--- src/rtl/riscv_i32_irq_sequencer.sv ---
// Interrupt request sequencer: fixed-priority selection of 15 level sources, IDLE/REQUEST/HANDLER handshake.
// Define RISCV_I32_IRQ_NMI_EN to add the edge-triggered, nestable non-maskable interrupt.
module riscv_i32_irq_sequencer (
  input  logic        clk,
  input  logic        reset,
  input  logic [14:0] irq_in,
  input  logic [14:0] irq_enable,
  input  logic        global_ie,
  input  logic        halt,
  input  logic        interrupt_ack,
  input  logic        trap_ret,
`ifdef RISCV_I32_IRQ_NMI_EN
  input  logic        nmi,
`endif
  output logic        interrupt_req,
  output logic [3:0]  interrupt_number,
  output logic [2:0]  interrupt_to_mode,
  output logic [14:0] irq_pending,
  output logic        in_handler
);

  typedef enum logic [2:0] {
    ST_IDLE,
    ST_REQUEST,
    ST_HANDLER,
    ST_NMI_REQUEST,
    ST_NMI_HANDLER
  } state_t;

  localparam logic [3:0] NMI_NUMBER = 4'hF;

  state_t     state;
  state_t     state_next;
  logic [3:0] latched_number;
  logic [3:0] cand_number;
  logic       cand_valid;
  logic       latched_pending;
  logic       nmi_pending;
  logic       nmi_nested;

  assign interrupt_to_mode = 3'h3;

  // NOTE: reset is synchronous, so it lives inside the clocked block and only
  // acts on a rising edge; every state element below follows the same pattern.
  always_ff @(posedge clk) begin
    if (reset) begin
      irq_pending <= '0;
    end else begin
      // NOTE: sequential state always uses non-blocking assignment so that all
      // registers update together from pre-edge values.
      irq_pending <= irq_in & irq_enable;
    end
  end

  // Fixed priority: the loop runs upward so the highest set index wins.
  always_comb begin
    cand_valid  = 1'b0;
    cand_number = 4'd0;
    for (int i = 0; i < 15; i++) begin
      if (irq_pending[i]) begin
        cand_valid  = 1'b1;
        cand_number = 4'(i);
      end
    end
  end

  assign latched_pending = irq_pending[latched_number];

`ifdef RISCV_I32_IRQ_NMI_EN
  logic nmi_q;

  always_ff @(posedge clk) begin
    if (reset) begin
      nmi_q       <= 1'b0;
      nmi_pending <= 1'b0;
      nmi_nested  <= 1'b0;
    end else begin
      nmi_q <= nmi;
      // A fresh edge wins over the ack so a back-to-back NMI is never lost.
      if (nmi && !nmi_q) begin
        nmi_pending <= 1'b1;
      end else if (state == ST_NMI_REQUEST && interrupt_ack) begin
        nmi_pending <= 1'b0;
      end
      if (state_next == ST_NMI_REQUEST && state != ST_NMI_REQUEST) begin
        nmi_nested <= (state == ST_HANDLER);
      end
    end
  end
`else
  assign nmi_pending = 1'b0;
  assign nmi_nested  = 1'b0;
`endif

  always_ff @(posedge clk) begin
    if (reset) begin
      state          <= ST_IDLE;
      latched_number <= 4'd0;
    end else begin
      state <= state_next;
      if (state == ST_IDLE && state_next == ST_REQUEST) begin
        latched_number <= cand_number;
      end
    end
  end

  always_comb begin
    // NOTE: every output of this block gets a default before the case so no
    // path leaves a value unassigned, which would infer a latch.
    state_next       = state;
    interrupt_req    = 1'b0;
    interrupt_number = 4'd0;
    in_handler       = 1'b0;
    unique case (state)
      ST_IDLE: begin
        if (nmi_pending && !halt) begin
          state_next = ST_NMI_REQUEST;
        end else if (cand_valid && global_ie && !halt) begin
          state_next = ST_REQUEST;
        end
      end
      ST_REQUEST: begin
        interrupt_req    = 1'b1;
        interrupt_number = latched_number;
        // Ack beats any withdraw condition raised in the same cycle.
        if (interrupt_ack) begin
          state_next = ST_HANDLER;
        end else if (!latched_pending || !global_ie || halt) begin
          state_next = ST_IDLE;
        end else if (nmi_pending) begin
          state_next = ST_NMI_REQUEST;
        end
      end
      ST_HANDLER: begin
        in_handler = 1'b1;
        if (trap_ret) begin
          state_next = ST_IDLE;
        end else if (nmi_pending && !halt) begin
          state_next = ST_NMI_REQUEST;
        end
      end
      ST_NMI_REQUEST: begin
        interrupt_req    = 1'b1;
        interrupt_number = NMI_NUMBER;
        if (interrupt_ack) begin
          state_next = ST_NMI_HANDLER;
        end
      end
      ST_NMI_HANDLER: begin
        if (trap_ret) begin
          state_next = nmi_nested ? ST_HANDLER : ST_IDLE;
        end
      end
      default: state_next = ST_IDLE;
    endcase
  end

endmodule

--- config.mk ---
export PLATFORM = sky130hd
export DESIGN_NAME = riscv_i32_irq_sequencer
export DESIGN_NICKNAME = d
export VERILOG_FILES = /design/src/rtl/riscv_i32_irq_sequencer.sv
export SDC_FILE = /design/constraint.sdc
export NUM_CORES = 1
export LEC_CHECK = 0
export ABC_AREA = 1
export CAP_MARGIN = 30
export CORE_ASPECT_RATIO = 1.75
export CORE_MARGIN = 5
export CORE_UTILIZATION = 40
export CTS_BUF_LIST = sky130_fd_sc_hd__clkbuf_8
export DETAILED_ROUTE_END_ITERATION = 7
export PLACE_DENSITY = 0.81
export SETUP_SLACK_MARGIN = 0.02
export SYNTH_ARGS = -nofsm -noshare
export SYNTH_HDL_FRONTEND = slang
export SYNTH_SLANG_ARGS = --single-unit
--- constraint.sdc ---
create_clock -name clk -period 1.9 [get_ports clk]
set_clock_uncertainty 0.15 [all_clocks]
set_input_delay 0.38 -clock clk [delete_from_list [all_inputs] [get_ports clk]]
set_output_delay 0.38 -clock clk [all_outputs]
set_load 0.02 [all_outputs]
==> report_table.html <==
<table>
<tr><th>Metric</th><th>Value</th></tr>
<tr><th colspan="2">Worst setup path</th></tr>
<tr><td>Stage delay of the slowest cell on the critical path</td><td>0.64 ns</td></tr>
<tr><td>Critical Path Fanout Max</td><td>4</td></tr>
<tr><td>Worst path arrival time</td><td>1.29 ns</td></tr>
<tr><td>Critical path capture point type</td><td>output port</td></tr>
<tr><td>Setup Crit Path Kind</td><td>register to output port</td></tr>
<tr><td>Series of cell instances along the critical path</td><td>clkdlybuf4s50_1</td></tr>
<tr><td>Dominant delay contributor by cell family on the critical path</td><td>buffers and inverters</td></tr>
<tr><td>Required time at the endpoint of the critical path</td><td>1.37 ns</td></tr>
<tr><td>Master of the slowest instance on the critical path</td><td>sky130_fd_sc_hd__clkdlybuf4s50_1</td></tr>
<tr><td>CP Buf/Inv Count</td><td>1</td></tr>
<tr><td>Startpoint types</td><td>register</td></tr>
<tr><th colspan="2">Floorplanning</th></tr>
<tr><td>Core area</td><td>2721 um2</td></tr>
<tr><td>Die width</td><td>50.40 um</td></tr>
<tr><td>I/O pin count</td><td>60</td></tr>
<tr><td>Standard-cell row count</td><td>25</td></tr>
<tr><td>Die outline area</td><td>4067 um2</td></tr>
<tr><td>Effective utilization at floorplan</td><td>41.98%</td></tr>
<tr><td>Die span in y</td><td>80.70 um</td></tr>
<tr><th colspan="2">Finish</th></tr>
<tr><td>FILL cells</td><td>225</td></tr>
<tr><td>Post-route insts no fill</td><td>260</td></tr>
<tr><td>Most common library cell in the layout ignoring fill and taps</td><td>sky130_fd_sc_hd__clkdlybuf4s50_1</td></tr>
<tr><td>Multi-input logic area</td><td>548.0 um2</td></tr>
<tr><td>Final Cell Area</td><td>1795 um2</td></tr>
<tr><td>Net count of the finished layout</td><td>270</td></tr>
<tr><td>Commonest cells after routing, fill and taps aside</td><td>sky130_fd_sc_hd__clkdlybuf4s50_1 (48), sky130_fd_sc_hd__nand2_1 (37), sky130_fd_sc_hd__inv_1 (22), sky130_fd_sc_hd__dfxtp_1 (22), sky130_fd_sc_hd__nor2_1 (20)</td></tr>
<tr><td>FF/Latch Area</td><td>440.4 um2</td></tr>
<tr><td>Count of antenna diodes in the layout</td><td>0</td></tr>
<tr><td>Area grow syn2layout</td><td>57.17%</td></tr>
<tr><td>Share of cells above drive strength 1</td><td>14.16%</td></tr>
<tr><th colspan="2">CTS</th></tr>
<tr><td>Clock tree sinks</td><td>22</td></tr>
<tr><td>Worst-Skew Late Latency</td><td>0.26 ns</td></tr>
<tr><td>Clock input transition at the sequential cells of the worst setup and hold paths</td><td>0.07 ns</td></tr>
<tr><td>H-tree level count</td><td>1</td></tr>
<tr><td>Largest buffer count on any clock path</td><td>2</td></tr>
<tr><td>CTS hold repair buffers</td><td>0</td></tr>
<tr><td>Clock tree from TritonCTS</td><td>built</td></tr>
<tr><td>Clock buffers created by TritonCTS</td><td>3</td></tr>
<tr><td>Root buffer cell</td><td>sky130_fd_sc_hd__clkbuf_8</td></tr>
<tr><th colspan="2">Run</th></tr>
<tr><td>Number of maximum-capacitance constraint violations</td><td>0</td></tr>
<tr><th colspan="2">STA</th></tr>
<tr><td>Hold Fails Final Rpt</td><td>0</td></tr>
<tr><td>Setup repair after global routing missed its margin</td><td>false</td></tr>
<tr><td>Final setup viols</td><td>0</td></tr>
<tr><td>Fmax</td><td>550.0 MHz</td></tr>
<tr><td>Min cycle time layout</td><td>1.818 ns</td></tr>
<tr><td>Setup_tns</td><td>0 ns</td></tr>
<tr><td>Fin. max-slew vios</td><td>0</td></tr>
<tr><td>Post-route clock period utilization</td><td>95.70%</td></tr>
<tr><td>Final worst slack</td><td>0.08171 ns</td></tr>
<tr><th colspan="2">Synthesis</th></tr>
<tr><td>Synth Area per Inst</td><td>6.680 um2</td></tr>
<tr><td>Fraction of synthesized cell area taken by the top area cell type</td><td>38.55%</td></tr>
<tr><td>Distinct cells, synth</td><td>25</td></tr>
<tr><td>FF+latch count, synth</td><td>22</td></tr>
<tr><td>Synth top area cells</td><td>sky130_fd_sc_hd__dfxtp_1 (39%), sky130_fd_sc_hd__nand2_1 (12%), sky130_fd_sc_hd__inv_1 (7.2%)</td></tr>
<tr><td>Yosys Warn Count</td><td>0</td></tr>
<tr><td>Library cell occupying the most area in the post-synthesis netlist</td><td>sky130_fd_sc_hd__dfxtp_1</td></tr>
<tr><td>Area of the mapped netlist</td><td>1142 um2</td></tr>
<tr><td>Gate count of the mapped netlist</td><td>171</td></tr>
<tr><td>Sequential share of the synthesized area</td><td>38.55%</td></tr>
<tr><th colspan="2">Power</th></tr>
<tr><td>Sequential group share of total power</td><td>45.3%</td></tr>
<tr><td>Combinational Power Share</td><td>25.2%</td></tr>
<tr><td>Total power density per cell area</td><td>615.8 nW/um2</td></tr>
<tr><td>Leakage</td><td>0.8365 nW</td></tr>
<tr><td>Switching power of the nets</td><td>0.2913 mW</td></tr>
<tr><td>Clock power frac</td><td>29.5%</td></tr>
<tr><td>Internal power of the cells</td><td>0.8143 mW</td></tr>
<tr><td>Switch share</td><td>26.35%</td></tr>
<tr><td>Worst IR Drop VDD</td><td>444.7 uV</td></tr>
<tr><th colspan="2">Global route</th></tr>
<tr><td>Global-route total usage across every layer</td><td>15.15%</td></tr>
<tr><td>Pin count of the biggest net entering global routing</td><td>16</td></tr>
<tr><td>Antenna violations before repair</td><td>0</td></tr>
<tr><td>First-pass GRT wire length</td><td>4.830 mm</td></tr>
<tr><td>Overflow after GRT</td><td>0</td></tr>
<tr><td>Number of global-route vias before repair</td><td>1243</td></tr>
<tr><th colspan="2">Placement</th></tr>
<tr><td>Standard cell area after detailed placement</td><td>1752 um2</td></tr>
<tr><td>Minimum setup slack after placement</td><td>0.006441 ns</td></tr>
<tr><td>Port-buffer cells</td><td>56</td></tr>
<tr><td>Number of cells in the design after placement</td><td>256</td></tr>
<tr><td>Post-DP HPWL</td><td>2.586 mm</td></tr>
<tr><td>Gpl congestion</td><td>0.8749</td></tr>
<tr><th colspan="2">Route</th></tr>
<tr><td>Number of nets still failing antenna checks after routing</td><td>0</td></tr>
<tr><td>DR iter-0 viols</td><td>32</td></tr>
<tr><td>First-pass DRT Iterations</td><td>4</td></tr>
<tr><td>DRC</td><td>0</td></tr>
<tr><td>Routed via count divided by cell count</td><td>4.946</td></tr>
<tr><td>Detailed-route wire length</td><td>3.021 mm</td></tr>
<tr><td>Avg WL per Cell</td><td>11.62 um</td></tr>
<tr><td>Via count of the routed design</td><td>1286</td></tr>
<tr><th colspan="2">Worst hold path</th></tr>
<tr><td>Min-delay worst type</td><td>register to register</td></tr>
<tr><th colspan="2">Status</th></tr>
<tr><td>Outcome</td><td>finished clean</td></tr>
</table>
flip-flops by register name (all words and copies together), names as in the netlist:
name and flops:
irq_pending 15, state 3, latched_number 4
what timing repair did:
action / in CTS / in global routing
setup endpoints to repair: 6 / 6
buffers inserted: 0 / 0
gates resized for setup: 10 / 10
power groups by stage:
stage | clock [mW] | combinational (mW) | sequential [mW]
finish | 0.326 | 0.279 | 0.501
global route | 0.345 | 0.307 | 0.504
CTS | 0.331 | 0.281 | 0.502
detailed placement | 0 | 0.280 | 0.512
global placement | 0 | 0.278 | 0.511
floorplan | 0 | 0.129 | 0.526
synthesized netlist by cell type (all sizes together):
library cell	number
nand4	2
and2	1
nor2	24
o31ai	1
conb	2
clkinv	1
inv	29
nor3	6
a21oi	12
a31oi	2
o211ai	4
clkbuf	2
nand2	37
buf	5
nand3	9
dfxtp	22
o21ai	12
logic make-up (layout without fill, tap and decap cells):
logic type	Yosys count	after routing	synth area share (%)
AO/OA/AOI/OAI	31	31	15.33
buffers and inverters	37	98	14.13
flip-flops	22	22	38.55
other	2	3	0.6574
AND/OR/NAND/NOR	79	79	31.32
final cells by class:
| type | instances | area share [%] |
|---|---|---|
| Inverter | 30 | 6.272 |
| Timing Repair Buffer | 64 | 33.73 |
| Multi-Input combinational cell | 113 | 30.52 |
| Clock buffer | 4 | 3.066 |
| Sequential cell | 22 | 24.53 |
| Tap cell | 27 | 1.882 |
metal layers:
layer | track usage (%) | share of wire (%) | up-vias
li1 | - | - | 661
met1 | 12.77 | 33 | 570
met2 | 30.48 | 58 | 49
met3 | 3.154 | 6.3 | 6
met4 | 8.440 | 3.1 | 0
met5 | 0 | 0 | -
through the flow:
| stage | utilization (%) | power (mW) | hold WS (ns) |
|---|---|---|---|
| finish | 65.98 | 1.106 | 0.3990 |
| global route | 65.98 | 1.157 | 0.4440 |
| CTS | 66.30 | 1.113 | 0.3997 |
| detailed placement | 64.37 | 0.7922 | 0.3898 |
| global placement | 64.37 | 0.7893 | 0.3836 |
| floorplan | - | 0.6559 | 0.3438 |
path summary, 6_finish.rpt:
check                                 startpoint                        endpoint  slack (ns)  cells after the start
setup / recovery      irq_pending[10]$_SDFF_PP0_                 irq_pending[10]        0.08                      1
hold / removal    latched_number[3]$_SDFFE_PP0P_  latched_number[3]$_SDFFE_PP0P_        0.40                      2
setup reg to reg  latched_number[0]$_SDFFE_PP0P_             state[0]$_SDFF_PP0_        0.42                      9
hold reg to reg   latched_number[3]$_SDFFE_PP0P_  latched_number[3]$_SDFFE_PP0P_        0.40                      2
Power figures use the tool's default switching activity.
